==> src/rtl/pc_seq_pkg.sv <==
// Shared definitions for the program-counter sequencer: default sizes,
// the reset contents of the branch-offset LUT and the next-PC select codes.
package pc_seq_pkg;

    localparam int PCSEQ_D      = 12;
    localparam int PCSEQ_LUT_N  = 16;
    localparam int PCSEQ_STK_N  = 4;
    localparam int PCSEQ_LUT_AW = $clog2(PCSEQ_LUT_N);

    typedef enum logic [2:0] {
        SEL_HOLD,
        SEL_RET,
        SEL_CALL,
        SEL_BR,
        SEL_INC
    } next_sel_e;

    // Signed branch offsets loaded at reset; entry 0 holds the PC in place.
    localparam logic signed [PCSEQ_D-1:0] PCSEQ_LUT_INIT [PCSEQ_LUT_N] = '{
        12'sd0,   12'sd4,   -12'sd4,  12'sd16,
        -12'sd16, 12'sd20,  12'sd0,   12'sd0,
        12'sd0,   12'sd0,   12'sd0,   12'sd0,
        12'sd0,   12'sd0,   12'sd0,   12'sd0
    };

    // Sign-extended initial offset for any index; entries past the table are 0
    // so instances with a larger LUT_N still get a defined reset value.
    function automatic logic signed [31:0] lut_init(input int idx);
        logic signed [31:0] v;
        v = '0;
        if (idx >= 0 && idx < PCSEQ_LUT_N) begin
            v = 32'(PCSEQ_LUT_INIT[idx[PCSEQ_LUT_AW-1:0]]);
        end
        return v;
    endfunction

endpackage

==> src/rtl/pc_ret_stack.sv <==
// LIFO return-address stack. The pointer counts stored entries (0..STK_N)
// and never wraps; pushes when full and pops when empty are dropped and
// reported on overflow/underflow for the caller to latch.
module pc_ret_stack #(
    parameter int D     = 12,
    parameter int STK_N = 4
) (
    input  logic         Clk,
    input  logic         Reset_n,
    input  logic         push,
    input  logic         pop,
    input  logic [D-1:0] push_data,
    output logic [D-1:0] top,
    output logic         empty,
    output logic         full,
    output logic         overflow,
    output logic         underflow
);

    localparam int PTR_W = $clog2(STK_N + 1);
    localparam int AW    = (STK_N > 1) ? $clog2(STK_N) : 1;

    logic [STK_N-1:0][D-1:0] mem;
    logic [PTR_W-1:0]        ptr;
    logic [AW-1:0]           wr_idx;
    logic [AW-1:0]           top_idx;

    assign empty     = (ptr == '0);
    assign full      = (ptr == PTR_W'(STK_N));
    assign overflow  = push && full;
    assign underflow = pop && empty;
    assign wr_idx    = AW'(ptr);
    assign top_idx   = AW'(ptr - 1'b1);

    // Pointer moves by one per accepted operation; pop takes precedence.
    always_ff @(posedge Clk or negedge Reset_n) begin
        if (!Reset_n) begin
            ptr <= '0;
        end else if (pop && !empty) begin
            ptr <= ptr - 1'b1;
        end else if (push && !full) begin
            ptr <= ptr + 1'b1;
        end
    end

    // Entry storage; contents above the pointer are don't-care, so no reset.
    always_ff @(posedge Clk) begin
        if (push && !full && !pop) begin
            mem[wr_idx] <= push_data;
        end
    end

    // Top-of-stack read, forced to zero when nothing is stored.
    always_comb begin
        top = '0;
        if (!empty) begin
            top = mem[top_idx];
        end
    end

endmodule

==> src/rtl/pc_sequencer.sv <==
// Registered program counter with relative branch, call/return stack,
// stall and sticky stack-error flag. Branch offsets come either from a
// sign-extended immediate or from a LUT of signed offsets.
// Build option: define PCSEQ_LUT_WR_EN to make the LUT run-time writable
// through lut_we/lut_waddr/lut_wdata; otherwise the LUT is a constant ROM
// and those ports are ignored.
module pc_sequencer
    import pc_seq_pkg::*;
#(
    parameter int D     = PCSEQ_D,
    parameter int LUT_N = PCSEQ_LUT_N,
    parameter int IDX_W = $clog2(LUT_N),
    parameter int STK_N = PCSEQ_STK_N
) (
    input  logic             Clk,
    input  logic             Reset_n,
    input  logic             stall,
    input  logic             branch_en,
    input  logic             immOrLUT,
    input  logic [IDX_W-1:0] pc_ctrl_input,
    input  logic             call,
    input  logic             ret,
    input  logic             lut_we,
    input  logic [IDX_W-1:0] lut_waddr,
    input  logic [D-1:0]     lut_wdata,
    output logic [D-1:0]     pc,
    output logic             stk_empty,
    output logic             stk_full,
    output logic             stk_err
);

    logic [LUT_N-1:0][D-1:0] lut_rst;
    logic [LUT_N-1:0][D-1:0] lut_q;
    logic [D-1:0]            lut_rd;
    logic [D-1:0]            offset;
    logic [D-1:0]            pc_inc;
    logic [D-1:0]            pc_nxt;
    logic [D-1:0]            stk_top;
    logic                    stk_push;
    logic                    stk_pop;
    logic                    stk_ovf;
    logic                    stk_udf;
    next_sel_e               sel;

    for (genvar g = 0; g < LUT_N; g++) begin : g_lut_rst
        assign lut_rst[g] = D'(lut_init(g));
    end

`ifdef PCSEQ_LUT_WR_EN
    // LUT registers: reset-loaded, written at the edge regardless of stall.
    always_ff @(posedge Clk or negedge Reset_n) begin
        if (!Reset_n) begin
            lut_q <= lut_rst;
        end else if (lut_we && (int'(lut_waddr) < LUT_N)) begin
            lut_q[lut_waddr] <= lut_wdata;
        end
    end
`else
    logic unused_lut_ports;

    assign lut_q            = lut_rst;
    assign unused_lut_ports = ^{lut_we, lut_waddr, lut_wdata};
`endif

    // LUT read; out-of-range indices give a zero offset (hold).
    always_comb begin
        lut_rd = '0;
        if (int'(pc_ctrl_input) < LUT_N) begin
            lut_rd = lut_q[pc_ctrl_input];
        end
    end

    assign offset = immOrLUT ? lut_rd
                             : {{(D-IDX_W){pc_ctrl_input[IDX_W-1]}}, pc_ctrl_input};
    assign pc_inc = pc + 1'b1;

    // Stack is frozen under stall; ret masks call so a combined request never pushes.
    assign stk_pop  = !stall && ret;
    assign stk_push = !stall && !ret && call;

    pc_ret_stack #(
        .D     (D),
        .STK_N (STK_N)
    ) u_stack (
        .Clk       (Clk),
        .Reset_n   (Reset_n),
        .push      (stk_push),
        .pop       (stk_pop),
        .push_data (pc_inc),
        .top       (stk_top),
        .empty     (stk_empty),
        .full      (stk_full),
        .overflow  (stk_ovf),
        .underflow (stk_udf)
    );

    // Next-PC source selection in priority order.
    always_comb begin
        sel = SEL_INC;
        if (stall) begin
            sel = SEL_HOLD;
        end else if (ret) begin
            sel = stk_empty ? SEL_INC : SEL_RET;
        end else if (call) begin
            sel = SEL_CALL;
        end else if (branch_en) begin
            sel = SEL_BR;
        end
    end

    // Next-PC value; all arithmetic wraps modulo 2^D.
    always_comb begin
        pc_nxt = pc_inc;
        unique case (sel)
            SEL_HOLD:         pc_nxt = pc;
            SEL_RET:          pc_nxt = stk_top;
            SEL_CALL, SEL_BR: pc_nxt = pc + offset;
            default:          pc_nxt = pc_inc;
        endcase
    end

    // PC register.
    always_ff @(posedge Clk or negedge Reset_n) begin
        if (!Reset_n) begin
            pc <= '0;
        end else begin
            pc <= pc_nxt;
        end
    end

    // Sticky stack error, cleared only by reset.
    always_ff @(posedge Clk or negedge Reset_n) begin
        if (!Reset_n) begin
            stk_err <= 1'b0;
        end else if (stk_ovf || stk_udf) begin
            stk_err <= 1'b1;
        end
    end

endmodule
==> config.mk <==
export PLATFORM = sky130hd
export DESIGN_NAME = pc_sequencer
export DESIGN_NICKNAME = d
export VERILOG_FILES = /design/src/rtl/pc_seq_pkg.sv /design/src/rtl/pc_ret_stack.sv /design/src/rtl/pc_sequencer.sv
export SDC_FILE = /design/constraint.sdc
export NUM_CORES = 1
export LEC_CHECK = 0
export CAP_MARGIN = 5
export CORE_MARGIN = 2
export CORE_UTILIZATION = 42
export DETAILED_ROUTE_END_ITERATION = 16
export DONT_BUFFER_PORTS = 1
export PLACE_DENSITY = 0.55
export SYNTH_ARGS = -nofsm -noshare
export SYNTH_HDL_FRONTEND = slang
export SYNTH_SLANG_ARGS = --single-unit
==> constraint.sdc <==
create_clock -name Clk -period 3.08 [get_ports Clk]
set_input_delay 0.462 -clock Clk [delete_from_list [all_inputs] [get_ports Clk]]
set_output_delay 0.462 -clock Clk [all_outputs]
set_load 0.05 [all_outputs]
==> flow_summary.toml, run 1 <==
[place]
place_congestion = 0.748
place_ws_ns = 0.00487
io_buffers = 0
hpwl_um = 5090

[pwr]
switching_share = 0.398
ir_worst_vdd_v = 0.000339
p_comb_frac = 0.447
clkPwrFrac = 0.201
powerDensity_mw_per_mm2 = 996
total_power_mw = 3.97
p_seq_frac = 0.352
power.leakage_nw = 1.55
p_switching_mw = 1.58
p_int_mw = 2.39

[worst_setup_path]
worstReg2RegStart = "pc[0]"
crit_top_cell = "ha_1"
cp_max_fo = 6
cp.arrival_ns = 2.91
cp_cell_sequence = "inv_1 -> ha_1 -> or2b_1 -> a21boi_2 -> o21ai_2 -> ha_1 -> a21o_1 -> nor3_1 -> nor3b_1 -> o21ai_0 -> nand4_1 -> or3b_1"
crit_path_max_incr_delay_ns = 0.35
crit_path_start = "pc_ctrl_input[0]"
cp_data_required_time_ns = 3.31
path_delay_family = "simple AND/OR/NAND/NOR gates"
crit_buf_inv = 1
critPathKind = "in2reg"
cp-start-kind = "input pin"
worst_setup_path_end_kind = "register"
slowest_stage = "or3b_1"

[floorplanning]
die_height_um = 95.3
initial_core_util = 0.430
row_count = 33
core_mm2 = 0.00813
ios = 43
die_x_um = 95.3
die-area_mm2 = 0.00907

[logic_synthesis]
synth-async-reset-ratio = 0.250
ys_types = 50
synth_top_family_by_area = "compound AO/OA/AOI/OAI gates"
synth_area_mm2 = 0.00350
synth_xor_area_frac = 0.0476
syn_nets = 318
synth_top_area_share = 0.412
synth_edf_count = 48
synth_flop_cell = "edfxtp_1"
synth_compound_area_frac = 0.134
synth_fa_ha_area_frac = 0.0809
synth.area.top_cells = "edfxtp_1, dfrtp_1, ha_1, mux4_2, xnor2_1"
muxShareOfSynthArea = 0.0927
yosys.area.top_type = "edfxtp_1"
synth-seq-cells = 64
netlist_instances = 268
yosysSeqAreaShare = 0.527
yosys_warnings = 0
synth-simple-area-share = 0.0855
synth_area_per_cell_um2 = 13.0

[timing]
fin_worst_skew_ns = 0.00642
layout_worst_path_cycle_share = 0.870
rsz0062_at_grt = "no"
fin_tns_setup_ns = 0
fin_ws_ns = 0.400
slew_headroom = 0.445
drv_slew = 0
hold_viol_final = 0
setup_viol = 0
tightest_slew_ns = 0.830
fmax_mhz = 373
fin_crit_ns = 2.68

[route]
wl_um = 7010
avgRoutedWirePerCell_um = 17.2
viasPerCell = 5.49
ant_nets = 0
first_pass_iters = 4
drt_iter0_markers = 115
num_vias = 2235
drt_drc_violations_left = 0

[global_routing]
grt_start_max_net_pins = 25
overflow = 0
gr-usage-all-layers = 0.168
grt_pass1_vias = 2183
antenna_found_initial = 0
grt_pass1_wl_um = 11200

[final_layout]
final_util = 0.490
final_common_cell = "edfxtp_1"
area_growth_pct = 14.1
drive_gt1_frac = 0.185
final_nets = 347
antenna_cells = 0
fillers = 733
mostFrequentLayoutCells = "edfxtp_1, buf_4, ha_1"

[clock_network]
clk_latency_ns = 0.34
cts_buffer_depth = 2
cts_root_buffer = "clkbuf_8"
clock_sinks = 64
clkSlewWorstSetupHoldPaths_ns = 0.08
hold_buffers = 1
cts_tree = "done"
cts_resized = 0
postCtsSetupBuffers = 0
cts_buffers = 9
htreeDepth = 3

[min_path]
hp-start = "stall"
hold_path.class = "in2reg"

[outcome]
status = "finished clean"

[job]
maxCapViolations = 0
==> layout make-up <==
type / count / area [um2] / share of cell area
Clock buffer: 10 / 128 / 0.0320
Inverter: 13 / 48.8 / 0.0122
Tap cell: 105 / 131 / 0.0329
Timing Repair Buffer: 27 / 205 / 0.0514
Multi-Input combinational cell: 182 / 1540 / 0.386
Clock inverter: 6 / 92.6 / 0.0232
Sequential cell: 64 / 1840 / 0.462
==> power by group through the flow <==
stage / Clock, mW / Sequential [mW] / Combinational (mW)
floorplan: 0 / 1.58 / 1.15
global placement: 0 / 1.41 / 1.76
detailed placement: 0 / 1.42 / 1.77
CTS: 0.819 / 1.40 / 1.79
global route: 0.856 / 1.42 / 1.96
finish: 0.797 / 1.40 / 1.78
==> logic make-up (layout without fill, tap and decap cells) <==
logic type / Yosys count / in the layout
and+or+nand+nor: 58 / 58
DFF: 64 / 64
xor gates and xnor gates: 19 / 19
adders and majority gates: 22 / 22
muxes: 16 / 16
AOI/OAI and AO/OA: 67 / 67
buffers and inverters: 22 / 56
==> cell usage after synthesis (2+ instances only) <==
library cell and n:
a22o_1 2, nand2_1 9, xnor2_1 13, nand3_1 8, nor2_1 13, a221oi_1 4, clkbuf_1 3, buf_6 3
o21ai_0 10, o21ai_1 2, mux2i_1 2, a211oi_1 4, inv_1 13, mux4_2 9, a22oi_1 6, xor2_1 6
mux2_2 2, and2_1 5, o21a_1 2, a21o_1 7, a221o_1 4, mux4_1 3, ha_1 21, and3_1 4
a31oi_1 2, a21oi_1 13, dfrtp_1 16, nand2b_1 2, edfxtp_1 48, buf_4 2, nand4_1 3, or3_1 3
o211ai_1 3, nor3_1 5
==> metal layers <==
metal  wire [um]  global-route usage  up-vias
li1            -                   -     1105
met1        3360               0.228     1087
met2        3330               0.263       35
met3         231              0.0411        8
met4          94              0.0580        0
met5           0                   0        -
==> registers in the layout, summed over array words and instances, names as in the netlist <==
name and count:
pc 12, stk_err 1, u_stack.mem 48, u_stack.ptr 3
==> stage by stage <==
stage	hold WS (ns)	cell area, um2	instances
2_1_floorplan	0.166	3500	268
3_3_place_gp	0.167	3760	390
3_5_place_dp	0.167	3760	390
4_1_cts	0.184	3990	407
5_1_grt	0.195	3990	407
6_report	0.209	3990	407
==> path summary, 6_finish.rpt <==
kind	depth (start not counted)	endpoint	slack, ns
min in group asynchronous	1	stk_err	0.66
max in group asynchronous	1	pc[4]	1.90
min reg2reg	1	u_stack.ptr[2]	0.57
max reg2reg	8	pc[10]	0.66
max	12	pc[11]	0.40
min	1	pc[1]	0.21
No activity file was read; power rests on OpenSTA's default activity.
==> run 2, diff against run 1 <==
CORE_ASPECT_RATIO = 0.75   (was unset)
PLACE_DENSITY = 0.58   (was 0.55)
==> run 2 against run 1 <==
Die area barely moved; wire length is 6.9% higher; fmax is 1.6% lower; largest power group unchanged; core utilization grew 0.44 points; critical endpoint unchanged; via count is 3.8% higher; design area is 0.91% lower.
==> flow_summary.toml, run 2 (synthesis results as in run 1) <==
[outcome]
status = "finished clean"

[global_routing]
overflow = 0
top_usage_layer = "met1"
gr-usage-all-layers = 0.182
grt_pass1_vias = 2315
gr-usage-met2 = 0.249
grtUsageMet3 = 0.0604
antenna_found_initial = 0
grt_start_max_net_pins = 25
grtUsageMet1 = 0.282
grt_pass1_wl_um = 12400

[final_layout]
largest_register_ffs = 48
fillers = 728
multi_input_area_mm2 = 0.00154
final_common_cell = "edfxtp_1"
largest_registers = "u_stack.mem x48, pc x12, u_stack.ptr x3"
antenna_cells = 0
register_area_mm2 = 0.00184
max_flop_register = "u_stack.mem"
final_nets = 351
drive_gt1_frac = 0.186
final_util = 0.495
design_area_mm2 = 0.00395
mostFrequentLayoutCells = "edfxtp_1, buf_4, ha_1"
area_growth_pct = 13.0

[clock_network]
cts_root_buffer = "clkbuf_8"
cts_buffer_depth = 2
clkSlewWorstSetupHoldPaths_ns = 0.07
cts_tree = "done"
cts_resized = 0
htreeDepth = 3
postCtsSetupBuffers = 0
clock_sinks = 64
cts_buffers = 9
clk_latency_ns = 0.34

[place]
io_buffers = 0
place_area_mm2 = 0.00379
hpwl_um = 5470
place_congestion = 0.834

[floorplanning]
die_x_um = 109
ios = 43
row_count = 28
die-area_mm2 = 0.00908
die_height_um = 83.0
initial_core_util = 0.438
core_mm2 = 0.00799

[job]
maxCapViolations = 0

[timing]
hold_viol_final = 0
fin_tns_setup_ns = 0
hold_ws_ns = 0.211
rsz0062_at_grt = "no"
fmax_mhz = 367
layout_worst_path_cycle_share = 0.884
fin_worst_skew_ns = 0.00658
tightest_slew_ns = 0.855
fin_crit_ns = 2.72
setup_viol = 0
drv_slew = 0
slew_headroom = 0.428

[pwr]
total_power_mw = 3.81
ir_worst_vdd_v = 0.000619
power.leakage_nw = 1.54
powerDensity_mw_per_mm2 = 965

[route]
viasPerCell = 5.65
wl_um = 7500
avgRoutedWirePerCell_um = 18.2
drt_drc_violations_left = 0
first_pass_iters = 4
drt_iter0_markers = 153
ant_nets = 0
num_vias = 2321

[worst_setup_path]
cp_data_required_time_ns = 3.30
cp.arrival_ns = 2.94
cp_max_fo = 5
worst_setup_path_end_kind = "register"
critPathKind = "in2reg"
cp-start-kind = "input pin"

[min_path]
hold_path.class = "in2reg"
==> run 2: cell types whose count changed in the layout (fill, tap and decap cells not counted), sizes merged <==
cell	change
clkinv	+5
buf	+4
bufinv	-2
clkinvlp	-2
inv	-1
==> run 2: worst paths after layout <==
kind | from | endpoint | slack (ns) | depth (start not counted)
worst max-delay path | pc_ctrl_input[0] | pc[11] | 0.36 | 13
worst min-delay path | stall | pc[8] | 0.21 | 1
worst max register to register | u_stack.ptr[1] | pc[8] | 0.62 | 10
worst min register to register | u_stack.ptr[2] | u_stack.ptr[2] | 0.57 | 1
max in group asynchronous | Reset_n | stk_err | 1.87 | 1
min in group asynchronous | Reset_n | pc[2] | 0.68 | 1
==> run 2: layout make-up <==
type,count,area share
well taps,105,0.0332
flip-flops and latches,64,0.466
clock buffers,10,0.0323
inverters,13,0.0123
clock inverters,6,0.00665
multi-input cells,182,0.390
repair buffers,31,0.0595
==> run 2: per-stage QoR <==
| stage | setup slack, ns | cells |
|---|---|---|
| after CTS | 0.361 | 411 |
| after global routing | 0.177 | 411 |
| after floorplan | 0.205 | 268 |
| after global placement | 0.0987 | 394 |
| final | 0.357 | 411 |
| after detailed placement | 0.0162 | 394 |
==> run 2: worst max-delay path, stage by stage <==
cell	delay, ns
inv_1	0.09
ha_1	0.14
or2b_1	0.23
a21boi_2	0.16
o21ai_2	0.15
buf_4	0.17
ha_1	0.23
a21o_1	0.20
nor3_1	0.18
nor3b_1	0.29
or3_1	0.17
a211oi_1	0.06
or3b_1	0.39
==> run 2: where the power goes <==
part / internal [mW] / leakage (nW) / switching [mW]
clock network: 0.279 / 0.0823 / 0.296
logic: 0.778 / 0.844 / 1.12
registers: 1.18 / 0.618 / 0.158
==> run 2: layer usage <==
| metal | routed length [um] | vias up |
|---|---|---|
| met5 | 0 | - |
| met4 | 47 | 0 |
| met1 | 3730 | 1135 |
| met3 | 425 | 7 |
| met2 | 3300 | 69 |
| li1 | - | 1110 |
==> run 2: repair_timing <==
action,in CTS,in global routing
setup endpoints to repair,0,0
hold buffers,1,0
hold endpoints to repair,16,0
==> run 3, diff against run 2 <==
PLACE_DENSITY = unset   (was 0.58)
PLACE_DENSITY_LB_ADDON = 0.2   (was unset)
==> run 3 against run 2 <==
Clock power grew 34%; sequential power hardly changed; wire length is 2.3% higher; critical path depth unchanged; clock skew up 0.0025 ns; largest power group unchanged; total power up 5.7%; fmax is 1.6% lower; register-to-register slack got worse by 0.05 ns; worst hold slack worse by 0.0058 ns; non-clock buffer count increased by 1; global-route usage increased by 0.12 points; die area unchanged.
==> flow_summary.toml, run 3 (synthesis results as in run 1) <==
[place]
io_buffers = 0
place_area_mm2 = 0.00380
dp_cells = 395
hpwl_um = 5600
place_congestion = 0.818

[pwr]
switching_share = 0.402
p_seq_frac = 0.333
p_int_mw = 2.41
clkPwrFrac = 0.191
ir_worst_vdd_v = 0.000486
power.leakage_nw = 1.57
p_switching_mw = 1.62
total_power_mw = 4.03
p_comb_frac = 0.477
powerDensity_mw_per_mm2 = 1000

[final_layout]
largest_registers = "u_stack.mem x48, pc x12, u_stack.ptr x3"
stdcell_count = 412
max_flop_register = "u_stack.mem"
area_growth_pct = 14.8
final_common_cell = "edfxtp_1"
final_util = 0.503
largest_register_ffs = 48
design_area_mm2 = 0.00402
final_nets = 352
antenna_cells = 0
drive_gt1_frac = 0.199
fillers = 688
mostFrequentLayoutCells = "edfxtp_1, buf_4, ha_1"

[worst_setup_path]
cp_data_required_time_ns = 3.30
crit_path_start = "pc_ctrl_input[0]"
rrSetupSlack_ns = 0.57
cp_max_fo = 5
critPathKind = "in2reg"
reg2reg_depth = 10
worst_setup_path_end_kind = "register"
cp.arrival_ns = 2.99
cp-endpoint = "pc[11]"
cp-start-kind = "input pin"
reg2reg_to = "pc[3]"
worstReg2RegStart = "u_stack.ptr[1]"

[timing]
rsz0062_at_grt = "no"
fmax_mhz = 361
layout_worst_path_cycle_share = 0.899
fin_crit_ns = 2.77
setup_viol = 0
drv_slew = 0
hold_viol_final = 0
fin_worst_skew_ns = 0.00909
tightest_slew_ns = 0.868
slew_headroom = 0.419
fin_tns_setup_ns = 0

[route]
viasPerCell = 5.63
drt_iter0_markers = 194
wl_um = 7670
avgRoutedWirePerCell_um = 18.6
ant_nets = 0
num_vias = 2320
first_pass_iters = 4
drt_drc_violations_left = 0

[floorplanning]
die-area_mm2 = 0.00908
core_mm2 = 0.00799
initial_core_util = 0.438
die_height_um = 83.0
die_x_um = 109
ios = 43
row_count = 28

[clock_network]
cts_tree = "done"
clkSlewWorstSetupHoldPaths_ns = 0.07
clk_latency_ns = 0.34
cts_resized = 0
cts_buffers = 9
clock_sinks = 64
htreeDepth = 3
cts_buffer_depth = 2
cts_root_buffer = "clkbuf_8"

[global_routing]
grt_start_max_net_pins = 25
antenna_found_initial = 0
grt_pass1_vias = 2293
overflow = 0
grt_pass1_wl_um = 12500
gr-usage-all-layers = 0.184

[outcome]
status = "finished clean"

[job]
maxCapViolations = 0

[min_path]
hold_path.class = "in2reg"
run 3: how the worst min path moves through the flow:
stage                        from    end  slack, ns  depth (start not counted)
after global placement    Reset_n  pc[1]       0.17                          0
final                       stall  pc[6]       0.20                          1
after CTS                   stall  pc[1]       0.19                          1
after global routing        stall  pc[0]       0.18                          1
after floorplan           Reset_n  pc[0]       0.17                          0
after detailed placement  Reset_n  pc[1]       0.17                          0
run 3: final cells by class:
cell class,instances,area (um2),area share
well taps,105,131,0.0327
clock inverters,7,86.3,0.0215
inverters,13,48.8,0.0121
repair buffers,32,243,0.0604
clock buffers,9,124,0.0308
multi-input cells,182,1540,0.384
flip-flops and latches,64,1840,0.459
run 3: power by group through the flow:
| stage | Combinational, mW | Sequential [mW] | Clock (mW) |
|---|---|---|---|
| 2_1_floorplan | 1.15 | 1.58 | 0 |
| 3_3_place_gp | 1.90 | 1.35 | 0 |
| 3_5_place_dp | 1.91 | 1.36 | 0 |
| 4_1_cts | 1.93 | 1.34 | 0.786 |
| 5_1_grt | 2.10 | 1.36 | 0.818 |
| 6_report | 1.92 | 1.34 | 0.768 |
run 3: repair_timing:
action                    4_1_cts  5_1_grt
hold endpoints to repair       16        0
buffers inserted                0        0
hold buffers                    1        0
run 3: worst max-delay path: stages:
cell and delay (ns):
inv_1 0.08, ha_1 0.14, or2b_1 0.23, a21boi_2 0.16, o21ai_2 0.18, buf_4 0.18, ha_1 0.24, a21o_1 0.21
nor3_1 0.19, nor3b_1 0.29, o21ai_0 0.17, nand4_1 0.12, or3b_1 0.35
run 3: metrics by stage:
stage / worst slack (ns) / hold WS, ns
2_1_floorplan: 0.205 / 0.166
3_3_place_gp: 0.0970 / 0.167
3_5_place_dp: 0.00000488 / 0.167
4_1_cts: 0.343 / 0.185
5_1_grt: 0.0785 / 0.184
6_report: 0.312 / 0.205
run 3: metal layers:
metal	up-vias	track usage	wire [um]
met3	4	0.0581	555
met2	72	0.247	3320
met4	0	0.0495	42
met5	-	0	0
met1	1131	0.283	3750
li1	1113	-	-
